$ cat src/rtl/gmii_pkg.sv
// Shared definitions for the GMII receive parser: FSM states, header byte
// offsets, payload type codes and CRC constants.
package gmii_pkg;

    typedef enum logic [3:0] {
        ST_IDLE,
        ST_PRE,
        ST_HDR,
        ST_TYPE,
        ST_VRES,
        ST_VDATA,
        ST_AUXID,
        ST_AUX,
        ST_FCS,
        ST_DROP
    } rx_state_t;

    // Byte offsets counted from the first byte after the SFD.
    localparam logic [10:0] ETH_TYPE_OFS  = 11'd12;
    localparam logic [10:0] IP_VER_OFS    = 11'd14;
    localparam logic [10:0] IP_PROT_OFS   = 11'd23;
    localparam logic [10:0] UDP_DPORT_OFS = 11'd36;
    localparam logic [10:0] HDR_LEN       = 11'd42;

    localparam logic [7:0] PREAMBLE_BYTE = 8'h55;
    localparam logic [7:0] SFD_BYTE      = 8'hD5;
    localparam logic [7:0] ETH_TYPE_HI   = 8'h08;
    localparam logic [7:0] ETH_TYPE_LO   = 8'h00;
    localparam logic [7:0] IP_VER_IHL    = 8'h45;
    localparam logic [7:0] IP_PROT_UDP   = 8'h11;

    localparam logic [7:0] PKT_VIDEO = 8'h00;
    localparam logic [7:0] PKT_AUDIO = 8'h01;

    // Residue of a good frame, shown MSB-first (bit-reversed register).
    localparam logic [31:0] CRC_RESIDUE   = 32'hC704DD7B;
    localparam logic [31:0] CRC_POLY_REFL = 32'hEDB88320;

    // FCS bytes that make up a complete trailer.
    localparam logic [10:0] FCS_LEN = 11'd4;

    // Byte idx (0 = first on the wire) of a 48-bit MAC address.
    function automatic logic [7:0] mac_byte(input logic [47:0] mac, input logic [2:0] idx);
        logic [7:0] b;
        b = 8'h00;
        for (int i = 0; i < 6; i++) begin
            if (idx == 3'(i)) begin
                b = mac[8*(5-i) +: 8];
            end
        end
        return b;
    endfunction

endpackage

$ cat src/rtl/crc32_chk.sv
// Byte-wide reflected CRC-32 (Ethernet polynomial). The register shifts
// LSB first; the output is presented bit-reversed so a good frame leaves
// the familiar 32'hC704DD7B residue.
module crc32_chk
    import gmii_pkg::*;
(
    input  logic        clk,
    input  logic        rst,
    input  logic        init,
    input  logic        en,
    input  logic [7:0]  data,
    output logic [31:0] crc
);

    logic [31:0] lfsr_q;
    logic [31:0] lfsr_d;

    // Next register value: preset on init, otherwise fold in one byte LSB first.
    always_comb begin
        lfsr_d = lfsr_q;
        if (init) begin
            lfsr_d = 32'hFFFF_FFFF;
        end else if (en) begin
            for (int i = 0; i < 8; i++) begin
                if (lfsr_d[0] ^ data[i]) begin
                    lfsr_d = (lfsr_d >> 1) ^ CRC_POLY_REFL;
                end else begin
                    lfsr_d = lfsr_d >> 1;
                end
            end
        end
    end

    // CRC register, preset to all ones.
    always_ff @(posedge clk or posedge rst) begin
        if (rst) begin
            lfsr_q <= 32'hFFFF_FFFF;
        end else begin
            lfsr_q <= lfsr_d;
        end
    end

    // Present the register MSB-first.
    always_comb begin
        crc = 32'h0;
        for (int i = 0; i < 32; i++) begin
            crc[i] = lfsr_q[31-i];
        end
    end

endmodule

$ cat src/rtl/gmii_rx_parser.sv
// GMII receive parser: locks on preamble/SFD, filters Ethernet/IPv4/UDP
// headers, unpacks video pixel words or audio aux samples, and closes each
// accepted frame with a pkt_done (good FCS) or pkt_err (abort) pulse.
//
// Handshake: the downstream FIFOs have no back-pressure. vid_wr_en and
// aux_wr_en are single-cycle write strobes; the data bus is valid in the
// same cycle as its strobe. vid_line/aux_id are valid from their _vld pulse
// until the next one.
module gmii_rx_parser
    import gmii_pkg::*;
#(
    parameter logic [47:0] my_mac    = 48'h002345678902,
    parameter logic [15:0] udp_port  = 16'h3039,
    parameter logic [10:0] vid_bytes = 11'd1280,
    parameter logic [5:0]  aux_bytes = 6'd48
) (
    input  logic        rx_clk,
    input  logic        sys_rst,
    input  logic        id,
    input  logic        rx_dv,
    input  logic        rx_er,
    input  logic [7:0]  rxd,
    output logic [15:0] vid_line,
    output logic        vid_line_vld,
    output logic        vid_wr_en,
    output logic [15:0] vid_din,
    output logic [15:0] aux_id,
    output logic        aux_id_vld,
    output logic        aux_wr_en,
    output logic [11:0] aux_din,
    output logic        pkt_done,
    output logic        pkt_err
);

    localparam logic [10:0] VID_LAST = vid_bytes - 11'd1;
    localparam logic [10:0] AUX_LAST = {5'd0, aux_bytes} - 11'd1;

    rx_state_t   state_q, state_d;
    logic [10:0] cnt_q, cnt_d;
    logic [1:0]  ph_q, ph_d;
    logic [7:0]  hold_q, hold_d;
    logic [3:0]  left_q, left_d;

    logic [15:0] vid_line_q, vid_line_d;
    logic        vid_line_vld_q, vid_line_vld_d;
    logic        vid_wr_en_q, vid_wr_en_d;
    logic [15:0] vid_din_q, vid_din_d;
    logic [15:0] aux_id_q, aux_id_d;
    logic        aux_id_vld_q, aux_id_vld_d;
    logic        aux_wr_en_q, aux_wr_en_d;
    logic [11:0] aux_din_q, aux_din_d;
    logic        pkt_done_q, pkt_done_d;
    logic        pkt_err_q, pkt_err_d;

    logic        crc_init;
    logic        crc_en;
    logic [31:0] crc;
    logic        hdr_ok;
    logic        in_payload;

    crc32_chk u_crc (
        .clk  (rx_clk),
        .rst  (sys_rst),
        .init (crc_init),
        .en   (crc_en),
        .data (rxd),
        .crc  (crc)
    );

    // CRC covers every byte from the first one after the SFD through the FCS.
    assign crc_en = rx_dv && (state_q inside {ST_HDR, ST_TYPE, ST_VRES, ST_VDATA,
                                              ST_AUXID, ST_AUX, ST_FCS});

    // Past the type byte, losing rx_dv or seeing rx_er aborts with pkt_err.
    assign in_payload = state_q inside {ST_VRES, ST_VDATA, ST_AUXID, ST_AUX};

    // Compare the current header byte with its required value; unchecked bytes pass.
    always_comb begin
        hdr_ok = 1'b1;
        if (cnt_q < 11'd5) begin
            hdr_ok = (rxd == mac_byte(my_mac, cnt_q[2:0]));
        end else if (cnt_q == 11'd5) begin
            hdr_ok = (rxd == (my_mac[7:0] - {7'd0, id}));
        end else if (cnt_q == ETH_TYPE_OFS) begin
            hdr_ok = (rxd == ETH_TYPE_HI);
        end else if (cnt_q == ETH_TYPE_OFS + 11'd1) begin
            hdr_ok = (rxd == ETH_TYPE_LO);
        end else if (cnt_q == IP_VER_OFS) begin
            hdr_ok = (rxd == IP_VER_IHL);
        end else if (cnt_q == IP_PROT_OFS) begin
            hdr_ok = (rxd == IP_PROT_UDP);
        end else if (cnt_q == UDP_DPORT_OFS) begin
            hdr_ok = (rxd == udp_port[15:8]);
        end else if (cnt_q == UDP_DPORT_OFS + 11'd1) begin
            hdr_ok = (rxd == udp_port[7:0]);
        end
    end

    // Next-state, counters and next output values.
    always_comb begin
        state_d        = state_q;
        cnt_d          = cnt_q;
        ph_d           = ph_q;
        hold_d         = hold_q;
        left_d         = left_q;
        vid_line_d     = vid_line_q;
        vid_line_vld_d = 1'b0;
        vid_wr_en_d    = 1'b0;
        vid_din_d      = vid_din_q;
        aux_id_d       = aux_id_q;
        aux_id_vld_d   = 1'b0;
        aux_wr_en_d    = 1'b0;
        aux_din_d      = aux_din_q;
        pkt_done_d     = 1'b0;
        pkt_err_d      = 1'b0;
        crc_init       = 1'b0;

        if (in_payload && (!rx_dv || rx_er)) begin
            pkt_err_d = 1'b1;
            state_d   = rx_dv ? ST_DROP : ST_IDLE;
        end else begin
            case (state_q)
                ST_IDLE: begin
                    if (rx_dv) begin
                        state_d = (rxd == PREAMBLE_BYTE && !rx_er) ? ST_PRE : ST_DROP;
                    end
                end
                ST_PRE: begin
                    if (!rx_dv) begin
                        state_d = ST_IDLE;
                    end else if (rx_er) begin
                        state_d = ST_DROP;
                    end else if (rxd == SFD_BYTE) begin
                        state_d  = ST_HDR;
                        cnt_d    = 11'd0;
                        crc_init = 1'b1;
                    end else if (rxd != PREAMBLE_BYTE) begin
                        state_d = ST_DROP;
                    end
                end
                ST_HDR: begin
                    if (!rx_dv) begin
                        state_d = ST_IDLE;
                    end else if (rx_er || !hdr_ok) begin
                        state_d = ST_DROP;
                    end else if (cnt_q == HDR_LEN - 11'd1) begin
                        state_d = ST_TYPE;
                        cnt_d   = 11'd0;
                    end else begin
                        cnt_d = cnt_q + 11'd1;
                    end
                end
                ST_TYPE: begin
                    if (!rx_dv) begin
                        state_d = ST_IDLE;
                    end else if (rx_er) begin
                        state_d = ST_DROP;
                    end else if (rxd == PKT_VIDEO) begin
                        state_d = ST_VRES;
                        cnt_d   = 11'd0;
                    end else if (rxd == PKT_AUDIO) begin
                        state_d = ST_AUXID;
                        cnt_d   = 11'd0;
                    end else begin
                        state_d = ST_DROP;
                    end
                end
                ST_VRES: begin
                    if (cnt_q == 11'd0) begin
                        hold_d = rxd;
                        cnt_d  = 11'd1;
                    end else begin
                        vid_line_d     = {hold_q, rxd};
                        vid_line_vld_d = 1'b1;
                        state_d        = ST_VDATA;
                        cnt_d          = 11'd0;
                    end
                end
                ST_VDATA: begin
                    if (!cnt_q[0]) begin
                        hold_d = rxd;
                    end else begin
                        vid_din_d   = {hold_q, rxd};
                        vid_wr_en_d = 1'b1;
                    end
                    if (cnt_q == VID_LAST) begin
                        state_d = ST_FCS;
                        cnt_d   = 11'd0;
                    end else begin
                        cnt_d = cnt_q + 11'd1;
                    end
                end
                ST_AUXID: begin
                    if (cnt_q == 11'd0) begin
                        hold_d = rxd;
                        cnt_d  = 11'd1;
                    end else begin
                        aux_id_d     = {rxd, hold_q};
                        aux_id_vld_d = 1'b1;
                        left_d       = rxd[7:4];
                        state_d      = ST_AUX;
                        cnt_d        = 11'd0;
                        ph_d         = 2'd0;
                    end
                end
                ST_AUX: begin
                    // Two 12-bit samples are packed into each 3-byte group.
                    case (ph_q)
                        2'd0: begin
                            hold_d = rxd;
                            ph_d   = 2'd1;
                        end
                        2'd1: begin
                            aux_din_d   = {rxd[3:0], hold_q};
                            aux_wr_en_d = 1'b1;
                            hold_d      = rxd;
                            ph_d        = 2'd2;
                        end
                        default: begin
                            aux_din_d   = {rxd, hold_q[7:4]};
                            aux_wr_en_d = 1'b1;
                            ph_d        = 2'd0;
                        end
                    endcase
                    if (cnt_q == AUX_LAST) begin
                        state_d = (left_q == 4'd0) ? ST_FCS : ST_AUXID;
                        cnt_d   = 11'd0;
                    end else begin
                        cnt_d = cnt_q + 11'd1;
                    end
                end
                ST_FCS: begin
                    if (!rx_dv) begin
                        if (cnt_q == FCS_LEN && crc == CRC_RESIDUE) begin
                            pkt_done_d = 1'b1;
                        end else begin
                            pkt_err_d = 1'b1;
                        end
                        state_d = ST_IDLE;
                    end else if (rx_er || cnt_q == FCS_LEN) begin
                        pkt_err_d = 1'b1;
                        state_d   = ST_DROP;
                    end else begin
                        cnt_d = cnt_q + 11'd1;
                    end
                end
                ST_DROP: begin
                    if (!rx_dv) begin
                        state_d = ST_IDLE;
                    end
                end
                default: begin
                    state_d = ST_IDLE;
                end
            endcase
        end
    end

    // State, counters and registered outputs.
    always_ff @(posedge rx_clk or posedge sys_rst) begin
        if (sys_rst) begin
            state_q        <= ST_IDLE;
            cnt_q          <= 11'd0;
            ph_q           <= 2'd0;
            hold_q         <= 8'd0;
            left_q         <= 4'd0;
            vid_line_q     <= 16'd0;
            vid_line_vld_q <= 1'b0;
            vid_wr_en_q    <= 1'b0;
            vid_din_q      <= 16'd0;
            aux_id_q       <= 16'd0;
            aux_id_vld_q   <= 1'b0;
            aux_wr_en_q    <= 1'b0;
            aux_din_q      <= 12'd0;
            pkt_done_q     <= 1'b0;
            pkt_err_q      <= 1'b0;
        end else begin
            state_q        <= state_d;
            cnt_q          <= cnt_d;
            ph_q           <= ph_d;
            hold_q         <= hold_d;
            left_q         <= left_d;
            vid_line_q     <= vid_line_d;
            vid_line_vld_q <= vid_line_vld_d;
            vid_wr_en_q    <= vid_wr_en_d;
            vid_din_q      <= vid_din_d;
            aux_id_q       <= aux_id_d;
            aux_id_vld_q   <= aux_id_vld_d;
            aux_wr_en_q    <= aux_wr_en_d;
            aux_din_q      <= aux_din_d;
            pkt_done_q     <= pkt_done_d;
            pkt_err_q      <= pkt_err_d;
        end
    end

    assign vid_line     = vid_line_q;
    assign vid_line_vld = vid_line_vld_q;
    assign vid_wr_en    = vid_wr_en_q;
    assign vid_din      = vid_din_q;
    assign aux_id       = aux_id_q;
    assign aux_id_vld   = aux_id_vld_q;
    assign aux_wr_en    = aux_wr_en_q;
    assign aux_din      = aux_din_q;
    assign pkt_done     = pkt_done_q;
    assign pkt_err      = pkt_err_q;

endmodule

$ cat config.mk
export PLATFORM = sky130hd
export DESIGN_NAME = gmii_rx_parser
export DESIGN_NICKNAME = d
export VERILOG_FILES = /design/src/rtl/gmii_pkg.sv /design/src/rtl/crc32_chk.sv /design/src/rtl/gmii_rx_parser.sv
export SDC_FILE = /design/constraint.sdc
export NUM_CORES = 1
export LEC_CHECK = 0
export ABC_CLOCK_PERIOD_IN_PS = 4600
export CAP_MARGIN = 20
export CELL_PAD_IN_SITES_DETAIL_PLACEMENT = 1
export CELL_PAD_IN_SITES_GLOBAL_PLACEMENT = 1
export CORE_AREA = 4 4 128 130
export CTS_CLUSTER_DIAMETER = 120
export DETAILED_ROUTE_END_ITERATION = 6
export DIE_AREA = 0 0 132 134
export MAX_ROUTING_LAYER = met4
export PLACE_DENSITY_LB_ADDON = 0.05
export SETUP_SLACK_MARGIN = 0.15
export SKIP_CTS_REPAIR_TIMING = 1
export SYNTH_ARGS = -nofsm -noshare
export SYNTH_HDL_FRONTEND = slang
export SYNTH_SLANG_ARGS = --single-unit
$ cat constraint.sdc
create_clock -name rx_clk -period 4.6 [get_ports rx_clk]
set_input_delay 0.69 -clock rx_clk [delete_from_list [all_inputs] [get_ports rx_clk]]
set_output_delay 0.69 -clock rx_clk [all_outputs]
set_load 0.01 [all_outputs]
==> key figures <==
Run status
  • Status: complete, no violations

Timing
  • Highest clock rate: 284.9 MHz
  • Min cycle time layout: 3510 ps
  • Final period utilization: 76.30%
  • WHS: 486.8 ps
  • Clk_skew: 11.06 ps
  • Worst-margin pin slew: 855.3 ps
  • Final TNS setup: 0 ps
  • Fin. max-slew vios: 0
  • RSZ-0062 raised after global routing: no
  • Relative slew slack: 42.57%
  • Final hold viol count: 0
  • Setup-failing EPs final: 0

Setup path
  • Crit path launch type: input port
  • Worst reg-to-reg setup slack: 1470 ps
  • Path depth of the worst reg2reg path: 8
  • Slowest-stage cell, CP: clkdlybuf4s50_1
  • Crit path DAT: 3810 ps
  • Delay-heaviest family, CP: simple AND/OR/NAND/NOR gates
  • Worst reg2reg path startpoint: cnt_q[1]
  • FF-to-FF End: cnt_q[2]
  • CP Buf/Inv Count: 1
  • Setup CP Type: in2reg
  • Crit Path Max Fanout: 14
  • Worst EP required: 4900 ps
  • Crit-path cells: clkdlybuf4s50_1 -> nor3_1 -> and4b_1 -> o22ai_1 -> or4_4 -> a31oi_4 -> o21ai_2 -> mux2_4
  • Critical Path End Type: register
  • Crit-path max cell delay: 620 ps

Synth
  • Post-Syn Instances: 642
  • Post-synth EDFFs: 0
  • Syn Nets: 660
  • Synth top area share: 33.72%
  • Seq/Total Area, Yosys: 46.17%
  • Number of synthesized register bits: 123
  • Synth cell types: 71
  • Synth Warn #: 0
  • Area contributors post-synth: dfrtp_1 (34%), dfstp_2 (12%), mux2_2 (8.0%)
  • Mean Syn Cell Area: 10.52 µm²
  • Synth Flop Type: dfrtp_1
  • Largest area contributor in the netlist: dfrtp_1
  • FFs w/ async S/R, synth: 100.0%
  • Netlist Area Pre-Place: 0.006754 mm²

Clock tree
  • CTS tree: built
  • CTS Buffer Depth: 2
  • Clock Latency Late Sink: 430 ps
  • Clock root cell: clkbuf_16
  • Clock sink total: 123
  • Clock slew at reported path FFs: 60 ps
  • Total CTS buffers: 17
  • H-tree depth: 4

Cells and area
  • Fin area: 0.008391 mm²
  • Nets: 741
  • Most common cell after layout, fill and taps aside: dfrtp_1
  • Area growth, synth to finish: 24.23%
  • # diodes: 0
  • # fillers: 1,613
  • Most frequent cells in the layout: dfrtp_1 (91), clkdlybuf4s50_1 (78), nand2_1 (63)
  • Share of cells above drive strength 1: 20.79%

Floorplanning
  • Initial core utilization: 44.59%
  • Die ar.: 0.01769 mm²
  • Core ar.: 0.01515 mm²
  • Row Count: 45
  • Die width: 132 µm
  • Io pins: 79
  • Chip Height: 134 µm

Global route
  • Total gr overflow: 0
  • Vias in the first global route: 5,823
  • GRT Total Usage: 24.51%
  • First-pass GRT wire length: 33.06 mm
  • Largest net degree at the start of global routing: 86
  • Initial antenna violation count: 0

Route
  • Avg WL per Cell: 22.03 µm
  • Post-DRT Antenna Nets: 0
  • # DRC: 0
  • Via density: 5.760
  • Iter 0 DRT Violations: 244
  • Final WL: 20.35 mm
  • First-pass DRT Iterations: 4
  • Via count: 5,322

Pwr
  • Switching part of the total: 37.59%
  • Peak VDD IR: 0.0004879 V
  • Clock power frac: 25.9%
  • Net Sw Power: 1.957 mW
  • Pleak: 3.593 nW
  • Logic gate share of total power: 43.4%
  • Int Power: 3.249 mW
  • Power per cell area: 620.5 mW/mm²
  • Sequential Power Share: 30.6%

Placement
  • IO Port Bufs: 78
  • Gpl congestion: 0.8705
  • Placement Cell Area: 0.007774 mm²
  • DPL Wire Length: 14.36 mm

Min path
  • Hold Startpoint: vid_line[11]
  • Cell count of the worst hold path: 2
  • Hold endpoint: vid_line[11]
  • Worst Hold Class: reg2reg

Job
  • Maxcap violations: 0
stage by stage:
step / utilization [%] / instances / worst slack (ps) / total power, mW
2_1_floorplan: - / 642 / 692.1 / 3.300
3_3_place_gp: 51.33 / 891 / 848.3 / 3.764
3_5_place_dp: 51.33 / 891 / 668.2 / 3.832
4_1_cts: 55.22 / 923 / 1111 / 5.236
5_1_grt: 55.40 / 924 / 910.3 / 5.520
6_report: 55.40 / 924 / 1090 / 5.206
state kept, by name (all words and copies together) (netlist names), 2 cells and up:
name          count
state_q           4
u_crc.lfsr_q     32
hold_q            8
aux_id           12
left_q            4
vid_line         16
cnt_q            11
ph_q              2
vid_din          16
aux_din          12
layout make-up:
class	count	area (µm²)	share of cell area, %
tap	188	235.2	2.803
sequential	123	3118	37.16
clock buffer	17	425.4	5.070
clock inverter	15	163.9	1.953
inverter	12	47.55	0.5667
timing repair buffer	98	950.9	11.33
multi-input combinational	471	3450	41.11
layer usage:
layer / vias to the layer above / track usage [%] / share of wire, %
met2: 102 / 39.68 / 50
li1: 2479 / - / -
met1: 2719 / 31.31 / 45
met5: - / - / 0
met4: 0 / 7.410 / 1.4
met3: 22 / 4.839 / 3.5
cells in the mapped netlist (all sizes together), types with 10 or more instances:
| cell | n |
|---|---|
| clkbuf | 28 |
| xnor2 | 56 |
| o21ai | 18 |
| o22a | 28 |
| nand2b | 12 |
| nand2 | 63 |
| inv | 11 |
| xor2 | 14 |
| dfrtp | 91 |
| nand3 | 11 |
| dfstp | 32 |
| o211ai | 10 |
| mux2 | 51 |
| nor2 | 37 |
| a21oi | 22 |
| nor3 | 13 |
| mux2i | 15 |
logic make-up (layout without fill, tap and decap cells):
family                     Yosys count  count (layout)  synth area share [%]
and+or+nand+nor                    202             202                 15.64
AOI/OAI and AO/OA                  127             127                 14.17
DFF                                123             123                 46.17
xor gates and xnor gates            70              70                 9.077
muxes                               66              66                 10.89
buffers and inverters               48             142                 2.982
adders and majority gates            6               6                 1.074
how the worst max path moves through the flow:
stage	endpoint	cells after the start	slack, ps	from
floorplan	aux_din[0]	1	690	sys_rst
global placement	cnt_q[2]	9	850	rxd[0]
detailed placement	state_q[2]	8	670	rxd[2]
CTS	cnt_q[2]	8	1110	rxd[2]
global route	cnt_q[2]	8	910	rxd[2]
finish	cnt_q[2]	8	1090	rxd[2]
power groups by stage:
stage	registers (mW)	clock network, mW	logic (mW)
after detailed placement	1.61	0	2.23
after global placement	1.59	0	2.17
after floorplan	1.50	0	1.80
after CTS	1.59	1.38	2.27
final	1.59	1.35	2.26
after global routing	1.62	1.44	2.46
tightest hold or removal path: stages (launching register included):
cell,delay [ps]
dfrtp_1,350
nand2_1,50
nand2_1,60
Note: power is estimated with default switching activity, not from simulation.
